[src/rtl/vram_flip_ctrl_if.sv]
// Bus bundle for vram_flip_ctrl: CPU-side requests, VIDEO_BUF and VRAM port A.
// The controller uses the slave modport; the MIO/memory side uses master.
interface vram_flip_ctrl_if #(
  parameter int unsigned ADDR_W = 15,
  parameter int unsigned DATA_W = 8
);
  localparam int unsigned CNT_W = 16;

  logic              flip_req;
  logic              v_sync;
  logic              cpu_buf_we;
  logic [ADDR_W-1:0] cpu_buf_addr;
  logic [DATA_W-1:0] cpu_buf_din;
  logic              cpu_vram_we;
  logic [ADDR_W-1:0] cpu_vram_addr;
  logic [DATA_W-1:0] cpu_vram_din;
  logic [DATA_W-1:0] buf_dout;
  logic [ADDR_W-1:0] buf_addr;
  logic              buf_we;
  logic [DATA_W-1:0] buf_din;
  logic [ADDR_W-1:0] vram_addr;
  logic              vram_we;
  logic [DATA_W-1:0] vram_din;
  logic              cpu_ready;
  logic              busy;
  logic              done;
  logic [CNT_W-1:0]  frame_cnt;
  logic              overrun;

  modport slave (
    input  flip_req, v_sync, cpu_buf_we, cpu_buf_addr, cpu_buf_din,
           cpu_vram_we, cpu_vram_addr, cpu_vram_din, buf_dout,
    output buf_addr, buf_we, buf_din, vram_addr, vram_we, vram_din,
           cpu_ready, busy, done, frame_cnt, overrun
  );

  modport master (
    output flip_req, v_sync, cpu_buf_we, cpu_buf_addr, cpu_buf_din,
           cpu_vram_we, cpu_vram_addr, cpu_vram_din, buf_dout,
    input  buf_addr, buf_we, buf_din, vram_addr, vram_we, vram_din,
           cpu_ready, busy, done, frame_cnt, overrun
  );
endinterface

[src/rtl/vram_flip_ctrl.sv]
// Double-buffer flip: on request, waits for v_sync onset then copies DEPTH bytes
// VIDEO_BUF -> VRAM while stalling the CPU. Optional stats via VRAM_FLIP_STATS_EN.
module vram_flip_ctrl #(
  parameter int unsigned ADDR_W    = 15,
  parameter int unsigned DATA_W    = 8,
  parameter int unsigned DEPTH     = 19200,
  parameter bit          VSYNC_ACT = 1'b0
) (
  input  logic              clk,
  input  logic              rst,
  vram_flip_ctrl_if.slave   bus
);
  localparam int unsigned PTR_W = ADDR_W + 1;
  localparam int unsigned CNT_W = 16;
  localparam logic [PTR_W-1:0]  DEPTH_P = PTR_W'(DEPTH);
  localparam logic [ADDR_W-1:0] LAST_A  = ADDR_W'(DEPTH - 1);

  typedef enum logic [1:0] {IDLE, WAIT_VS, COPY, DONE} state_e;

  state_e             state_q, state_d;
  logic [PTR_W-1:0]   rd_ptr_q, rd_ptr_d;
  logic [ADDR_W-1:0]  wr_ptr_q, wr_ptr_d;
  logic               wr_valid_q, wr_valid_d;
  logic               pending_q, pending_d;
  logic               vs_q, vs_d;
  logic               vs_prev_q, vs_prev_d;
  logic               vs_edge;

  // Sync flops start at the active level so a held-active v_sync cannot fake an edge
  assign vs_edge = (vs_q == VSYNC_ACT) && (vs_prev_q != VSYNC_ACT);

  always_ff @(posedge clk) begin
    if (rst) state_q <= IDLE;
    else     state_q <= state_d;
  end

  always_comb begin
    state_d = state_q;
    unique case (state_q)
      IDLE:    if (bus.flip_req) state_d = WAIT_VS;
      WAIT_VS: if (vs_edge) state_d = COPY;
      COPY:    if (wr_valid_q && (wr_ptr_q == LAST_A)) state_d = DONE;
      DONE:    state_d = (pending_q || bus.flip_req) ? WAIT_VS : IDLE;
      default: state_d = IDLE;
    endcase
  end

  always_comb begin
    bus.buf_addr  = bus.cpu_buf_addr;
    bus.buf_we    = bus.cpu_buf_we;
    bus.buf_din   = bus.cpu_buf_din;
    bus.vram_addr = bus.cpu_vram_addr;
    bus.vram_we   = bus.cpu_vram_we;
    bus.vram_din  = bus.cpu_vram_din;
    bus.cpu_ready = 1'b1;
    bus.done      = 1'b0;
    bus.busy      = (state_q != IDLE) || pending_q;
    unique case (state_q)
      COPY: begin
        // Read address is held on the last byte once the pointer passes it
        bus.buf_addr  = (rd_ptr_q < DEPTH_P) ? rd_ptr_q[ADDR_W-1:0] : LAST_A;
        bus.buf_we    = 1'b0;
        bus.vram_addr = wr_ptr_q;
        bus.vram_we   = wr_valid_q;
        bus.vram_din  = bus.buf_dout;
        bus.cpu_ready = 1'b0;
      end
      DONE: begin
        bus.buf_we    = 1'b0;
        bus.vram_we   = 1'b0;
        bus.cpu_ready = 1'b0;
        bus.done      = 1'b1;
      end
      default: ;
    endcase
  end

  // Copy pointers, coalesced flip request and v_sync synchroniser
  always_comb begin
    rd_ptr_d   = rd_ptr_q;
    wr_ptr_d   = wr_ptr_q;
    wr_valid_d = 1'b0;
    pending_d  = pending_q;
    vs_d       = bus.v_sync;
    vs_prev_d  = vs_q;
    unique case (state_q)
      WAIT_VS: rd_ptr_d = '0;
      COPY: begin
        pending_d = pending_q || bus.flip_req;
        if (rd_ptr_q < DEPTH_P) begin
          wr_ptr_d   = rd_ptr_q[ADDR_W-1:0];
          wr_valid_d = 1'b1;
          rd_ptr_d   = rd_ptr_q + PTR_W'(1);
        end
      end
      DONE:    pending_d = 1'b0;
      default: ;
    endcase
  end

  always_ff @(posedge clk) begin
    if (rst) begin
      rd_ptr_q   <= '0;
      wr_ptr_q   <= '0;
      wr_valid_q <= 1'b0;
      pending_q  <= 1'b0;
      vs_q       <= VSYNC_ACT;
      vs_prev_q  <= VSYNC_ACT;
    end else begin
      rd_ptr_q   <= rd_ptr_d;
      wr_ptr_q   <= wr_ptr_d;
      wr_valid_q <= wr_valid_d;
      pending_q  <= pending_d;
      vs_q       <= vs_d;
      vs_prev_q  <= vs_prev_d;
    end
  end

`ifdef VRAM_FLIP_STATS_EN
  logic [CNT_W-1:0] frame_cnt_q, frame_cnt_d;
  logic             overrun_q, overrun_d;

  // A vsync onset during COPY means the copy straddled a displayed frame
  always_comb begin
    frame_cnt_d = frame_cnt_q;
    overrun_d   = overrun_q;
    if (state_q == DONE) frame_cnt_d = frame_cnt_q + CNT_W'(1);
    if ((state_q == COPY) && vs_edge) overrun_d = 1'b1;
  end

  always_ff @(posedge clk) begin
    if (rst) begin
      frame_cnt_q <= '0;
      overrun_q   <= 1'b0;
    end else begin
      frame_cnt_q <= frame_cnt_d;
      overrun_q   <= overrun_d;
    end
  end

  assign bus.frame_cnt = frame_cnt_q;
  assign bus.overrun   = overrun_q;
`else
  assign bus.frame_cnt = '0;
  assign bus.overrun   = 1'b0;
`endif

endmodule

[src/flat_wrapper.sv]
// flat-port wrapper written by rule: the top's interface ports become plain ports
module vram_flip_ctrl_flat 
#(
  parameter int unsigned ADDR_W    = 15,
  parameter int unsigned DATA_W    = 8,
  parameter int unsigned DEPTH     = 19200,
  parameter bit          VSYNC_ACT = 1'b0
)
  (clk, rst, bus_flip_req, bus_v_sync, bus_cpu_buf_we, bus_cpu_buf_addr, bus_cpu_buf_din, bus_cpu_vram_we, bus_cpu_vram_addr, bus_cpu_vram_din, bus_buf_dout, bus_buf_addr, bus_buf_we, bus_buf_din, bus_vram_addr, bus_vram_we, bus_vram_din, bus_cpu_ready, bus_busy, bus_done, bus_frame_cnt, bus_overrun);
  vram_flip_ctrl_if #(.ADDR_W(ADDR_W), .DATA_W(DATA_W)) bus_i ();
  input  logic clk;
  input  logic rst;
  input wire logic [$bits(bus_i.flip_req)-1:0] bus_flip_req;
  input wire logic [$bits(bus_i.v_sync)-1:0] bus_v_sync;
  input wire logic [$bits(bus_i.cpu_buf_we)-1:0] bus_cpu_buf_we;
  input wire logic [$bits(bus_i.cpu_buf_addr)-1:0] bus_cpu_buf_addr;
  input wire logic [$bits(bus_i.cpu_buf_din)-1:0] bus_cpu_buf_din;
  input wire logic [$bits(bus_i.cpu_vram_we)-1:0] bus_cpu_vram_we;
  input wire logic [$bits(bus_i.cpu_vram_addr)-1:0] bus_cpu_vram_addr;
  input wire logic [$bits(bus_i.cpu_vram_din)-1:0] bus_cpu_vram_din;
  input wire logic [$bits(bus_i.buf_dout)-1:0] bus_buf_dout;
  output wire logic [$bits(bus_i.buf_addr)-1:0] bus_buf_addr;
  output wire logic [$bits(bus_i.buf_we)-1:0] bus_buf_we;
  output wire logic [$bits(bus_i.buf_din)-1:0] bus_buf_din;
  output wire logic [$bits(bus_i.vram_addr)-1:0] bus_vram_addr;
  output wire logic [$bits(bus_i.vram_we)-1:0] bus_vram_we;
  output wire logic [$bits(bus_i.vram_din)-1:0] bus_vram_din;
  output wire logic [$bits(bus_i.cpu_ready)-1:0] bus_cpu_ready;
  output wire logic [$bits(bus_i.busy)-1:0] bus_busy;
  output wire logic [$bits(bus_i.done)-1:0] bus_done;
  output wire logic [$bits(bus_i.frame_cnt)-1:0] bus_frame_cnt;
  output wire logic [$bits(bus_i.overrun)-1:0] bus_overrun;
  assign bus_i.flip_req = bus_flip_req;
  assign bus_i.v_sync = bus_v_sync;
  assign bus_i.cpu_buf_we = bus_cpu_buf_we;
  assign bus_i.cpu_buf_addr = bus_cpu_buf_addr;
  assign bus_i.cpu_buf_din = bus_cpu_buf_din;
  assign bus_i.cpu_vram_we = bus_cpu_vram_we;
  assign bus_i.cpu_vram_addr = bus_cpu_vram_addr;
  assign bus_i.cpu_vram_din = bus_cpu_vram_din;
  assign bus_i.buf_dout = bus_buf_dout;
  assign bus_buf_addr = bus_i.buf_addr;
  assign bus_buf_we = bus_i.buf_we;
  assign bus_buf_din = bus_i.buf_din;
  assign bus_vram_addr = bus_i.vram_addr;
  assign bus_vram_we = bus_i.vram_we;
  assign bus_vram_din = bus_i.vram_din;
  assign bus_cpu_ready = bus_i.cpu_ready;
  assign bus_busy = bus_i.busy;
  assign bus_done = bus_i.done;
  assign bus_frame_cnt = bus_i.frame_cnt;
  assign bus_overrun = bus_i.overrun;
  vram_flip_ctrl #(.ADDR_W(ADDR_W), .DATA_W(DATA_W), .DEPTH(DEPTH), .VSYNC_ACT(VSYNC_ACT)) u_core (.clk(clk), .rst(rst), .bus(bus_i));
endmodule
[config.mk]
export PLATFORM = sky130hd
export DESIGN_NAME = vram_flip_ctrl_flat
export DESIGN_NICKNAME = d
export VERILOG_FILES = /design/src/rtl/vram_flip_ctrl_if.sv /design/src/rtl/vram_flip_ctrl.sv /design/src/flat_wrapper.sv
export SDC_FILE = /design/constraint.sdc
export NUM_CORES = 1
export LEC_CHECK = 0
export CORE_ASPECT_RATIO = 0.75
export CORE_MARGIN = 2
export CORE_UTILIZATION = 39
export DETAILED_ROUTE_END_ITERATION = 12
export GPL_TIMING_DRIVEN = 0
export PLACE_DENSITY_LB_ADDON = 0.2
export SYNTH_ARGS = -nofsm -noshare
export SYNTH_HDL_FRONTEND = slang
export SYNTH_SLANG_ARGS = --single-unit
[constraint.sdc]
create_clock -name clk -period 2.5 [get_ports clk]
set_input_delay 0.5 -clock clk [delete_from_list [all_inputs] [get_ports clk]]
set_output_delay 0.5 -clock clk [all_outputs]
set_load 0.005 [all_outputs]
==> impl_results.md <==
* Status: finished, final reports clean
* Number of library cell types mapped by synthesis at slightly above 40
* Final period utilization at 98.01%
* Post-Synthesis Cell Area at roughly 0.0023 mm2
* Clk slew on worst S/H paths at roughly 0.070 ns
* Area contributors post-synth: dfxtp_1 32%, mux2_2 11%, buf_4 8.1%, nand2_1 6.6%, a21oi_1 6.4%
* Count of input and output buffers at between 100 and 150
* Cell Pwr Density at 692.4 mW/mm2
* Routed WL at between 7000 and 8000 um
* Number of synthesized flops with an enable pin at 0
* Clock sinks at 37
* Critical Path RT at about 2 ns
* Vias per cell at between 5 and 6
* First-pass GRT wire length at about 12,000 um
* Ports at about 130
* Clock root buffer master: clkbuf_8
* Seq cells post-synth at 37
* Initial Util at 40.18%
* Clk buf depth at 2
* Core Area at around 0.0058 mm2
* Fill cells at around 490
* Post-detail-place hpwl at approximately 5500 um
* Static leakage at between 1 and 1.5 nW
* Layout Utilization at between 60% and 70%
* Min Tclk post-route at 2.450 ns
* Nets at slightly below 500
* Synth area leader: dfxtp_1
* Crit path DAT at between 1.5 and 2 ns
* Crit start category: register
* Placed Instance Area at roughly 0.0035 mm2
* Final setup viols at 0
* Die Span Y at 70.92 um
* Total track usage at around 22%
* Layout area overhead at 62.01%
* Synthesized area per cell at between 8 and 9 um2
* Critical path class: register to output port
* Row cnt at 24
* Layout cells sized above 1 at between 20% and 30%
* RSZ-0062 raised after global routing: yes
* Pwr Total at about 0.0026 W
* WHS Endpoint: u_core.vs_prev_q
* Max-cap viol count at 0
* DRC at 0
* Slew HR at between 60 and 70%
* Mean routed wirelength per cell at 14.95 um
* Initial antenna violation count at 0
* Pin count of the biggest net entering global routing at 12
* Placed Cells at roughly 480
* DIE AREA at 0.006611 mm2
* Pins Over Slew Limit at 0
* Final ANT Viol Nets at 0
* CP Max Fanout at 10
* Top-area cell type share of the netlist area at 31.81%
* Total number of vias at about 2,600
* Clk_lat worst skew at about 0.3 ns
* Worst VDD drop at 0.4340 mV
* CTS tree: built
* Worst-margin pin slew at between 0.5 and 0.6 ns
* Routability cong. at ~0.88
* Inserted Clock Buffers at 5
* Seq/Total Area, Yosys at 31.81%
* Ys flop type: dfxtp_1
* # diodes at 0
* Fin area at ~0.0038 mm2
* Hold Crit Class: register to register
* Global route overflow at 0
* Hold Violations, Final at 0
* Clk_skew at between 0.007 and 0.008 ns
* Vias in the first global route at 2,347
* Syn. warnings at 0
* DR pass1 iterations at 4
* Critical Path Sink Type: output port
* H-tree levels at 2
* Hold depth at 1
* Non-Filler Instances at about 500
* Hold Crit Start: u_core.vs_prev_d
* Max frequency at 408.1 MHz
* Asr flop ratio synth at 0%
* Post-Synthesis Cells at approximately 280
* Worst r2r dst: u_core.wr_ptr_q[5]
* Die W at approximately 93 um
* Worst reg-to-reg setup slack at approximately 0.34 ns
* Worst Reg-to-Reg Cells at 10
* R2R Path Start: u_core.rd_ptr_q[9]
* DRT iter0 DRCs at between 200 and 250
## synth_stat cells, types with 2 or more instances
cell      number
nand2_1       41
dfxtp_1       37
a21oi_1       30
buf_4         25
mux2_2        23
clkbuf_1      11
nand3_1        9
o22a_1         9
a311oi_1       8
o21ai_0        8
inv_1          7
nand2b_1       7
ha_1           6
and3_1         5
buf_2          5
nor2_1         5
nand4_1        4
nor2b_1        4
a31oi_1        3
a41oi_1        3
buf_1          3
a31o_2         2
and2_1         2
and4_1         2
nor3_1         2
o211ai_1       2
o21a_1         2
or2_2          2
or3_1          2
## worst max path at each step
stage / cells past startpoint / to / startpoint / slack (ns)
final: 6 / bus_vram_din[5] / u_core.state_q[0] / 0.05
after global routing: 6 / bus_vram_addr[7] / u_core.state_q[0] / -0.008
after CTS: 6 / bus_vram_din[5] / u_core.state_q[0] / -0.05
after detailed placement: 6 / bus_vram_din[5] / u_core.state_q[0] / -0.47
after global placement: 6 / bus_vram_addr[10] / u_core.state_q[0] / -0.41
after floorplan: 5 / bus_vram_addr[10] / u_core.state_q[0] / 0.34
## kinds of logic after synthesis
group	count (synthesis)	share of synthesized area (%)
flops	37	31.81
buf+inv	51	12.52
fa+ha+maj	6	3.224
other cells	1	0.1610
mux	24	11.55
compound gates	73	21.60
simple gates	89	19.13
## report_power, final
| group | total, W | internal (W) | switching, W |
|---|---|---|---|
| logic | 0.00148 | 0.000834 | 0.000651 |
| registers | 0.000653 | 0.000623 | 0.0000301 |
| clock network | 0.000475 | 0.000249 | 0.000225 |
## cell usage in the layout, fill, tap and decap left out, types with 3 or more instances in the layout
cell type	n
a311oi_1	8
conb_1	17
clkbuf_8	8
buf_8	3
dlygate4sd2_1	24
inv_1	6
buf_4	38
nand2_1	41
a41oi_1	3
ha_1	5
clkdlybuf4s50_1	74
clkbuf_1	7
buf_6	3
dfxtp_1	34
o21ai_0	7
a31oi_1	3
mux2_2	23
a21oi_1	29
nand4_1	4
and3_1	5
nor2b_1	3
nand3_1	9
nand2b_1	6
nor2_1	4
o22a_1	9
clkdlybuf4s15_1	3
## area by class of cell
cell class	instances	area, um2	area share [%]
buffer	43	331.6	8.789
sequential	37	747.0	19.80
tap	78	97.59	2.587
clock buffer	7	96.34	2.554
inverter	7	28.78	0.7629
clock inverter	1	5.005	0.1327
multi-input combinational	209	1395	36.98
timing repair buffer	113	1071	28.39
## layer usage
layer / up-vias / wire, um / track usage (%)
li1: 1236 / - / -
met1: 1217 / 3354 / 32.94
met5: - / 0 / 0
met2: 113 / 3330 / 32.45
met3: 9 / 629 / 5.538
met4: 0 / 82 / 6.863
## metrics by stage
step	setup WS, ns	hold slack, ns	TNS [ns]
after global placement	-0.4149	0.4392	-12.72
after global routing	-0.008038	0.4864	-0.01343
after detailed placement	-0.4671	0.4580	-13.62
final	0.04964	0.4669	0
after floorplan	0.3423	0.4286	0
after CTS	-0.04662	0.4704	-0.1553
## sequential cells by signal, indices dropped and copies added, names as in the netlist
name	cells
u_core.wr_valid_q	1
u_core.vs_prev_q	1
u_core.state_q	2
u_core.vs_prev_d	1
u_core.rd_ptr_q	16
u_core.pending_q	1
u_core.wr_ptr_q	15
## critical path, stage by stage, from the launching register on
cell and delay [ns]:
dfxtp_2 0.34, inv_4 0.06, ha_4 0.13, buf_8 0.15
buf_8 0.15, mux2_2 0.35, clkdlybuf4s50_1 0.47
## repair_timing
item / CTS / global route
setup endpoints to repair: 41 / 22
gates cloned: 1 / 0
buffers inserted: 9 / 2
gates resized for setup: 59 / 13
hold buffers: 0 / 0
pin swaps: 1 / 2
Power figures use the tool's default switching activity.
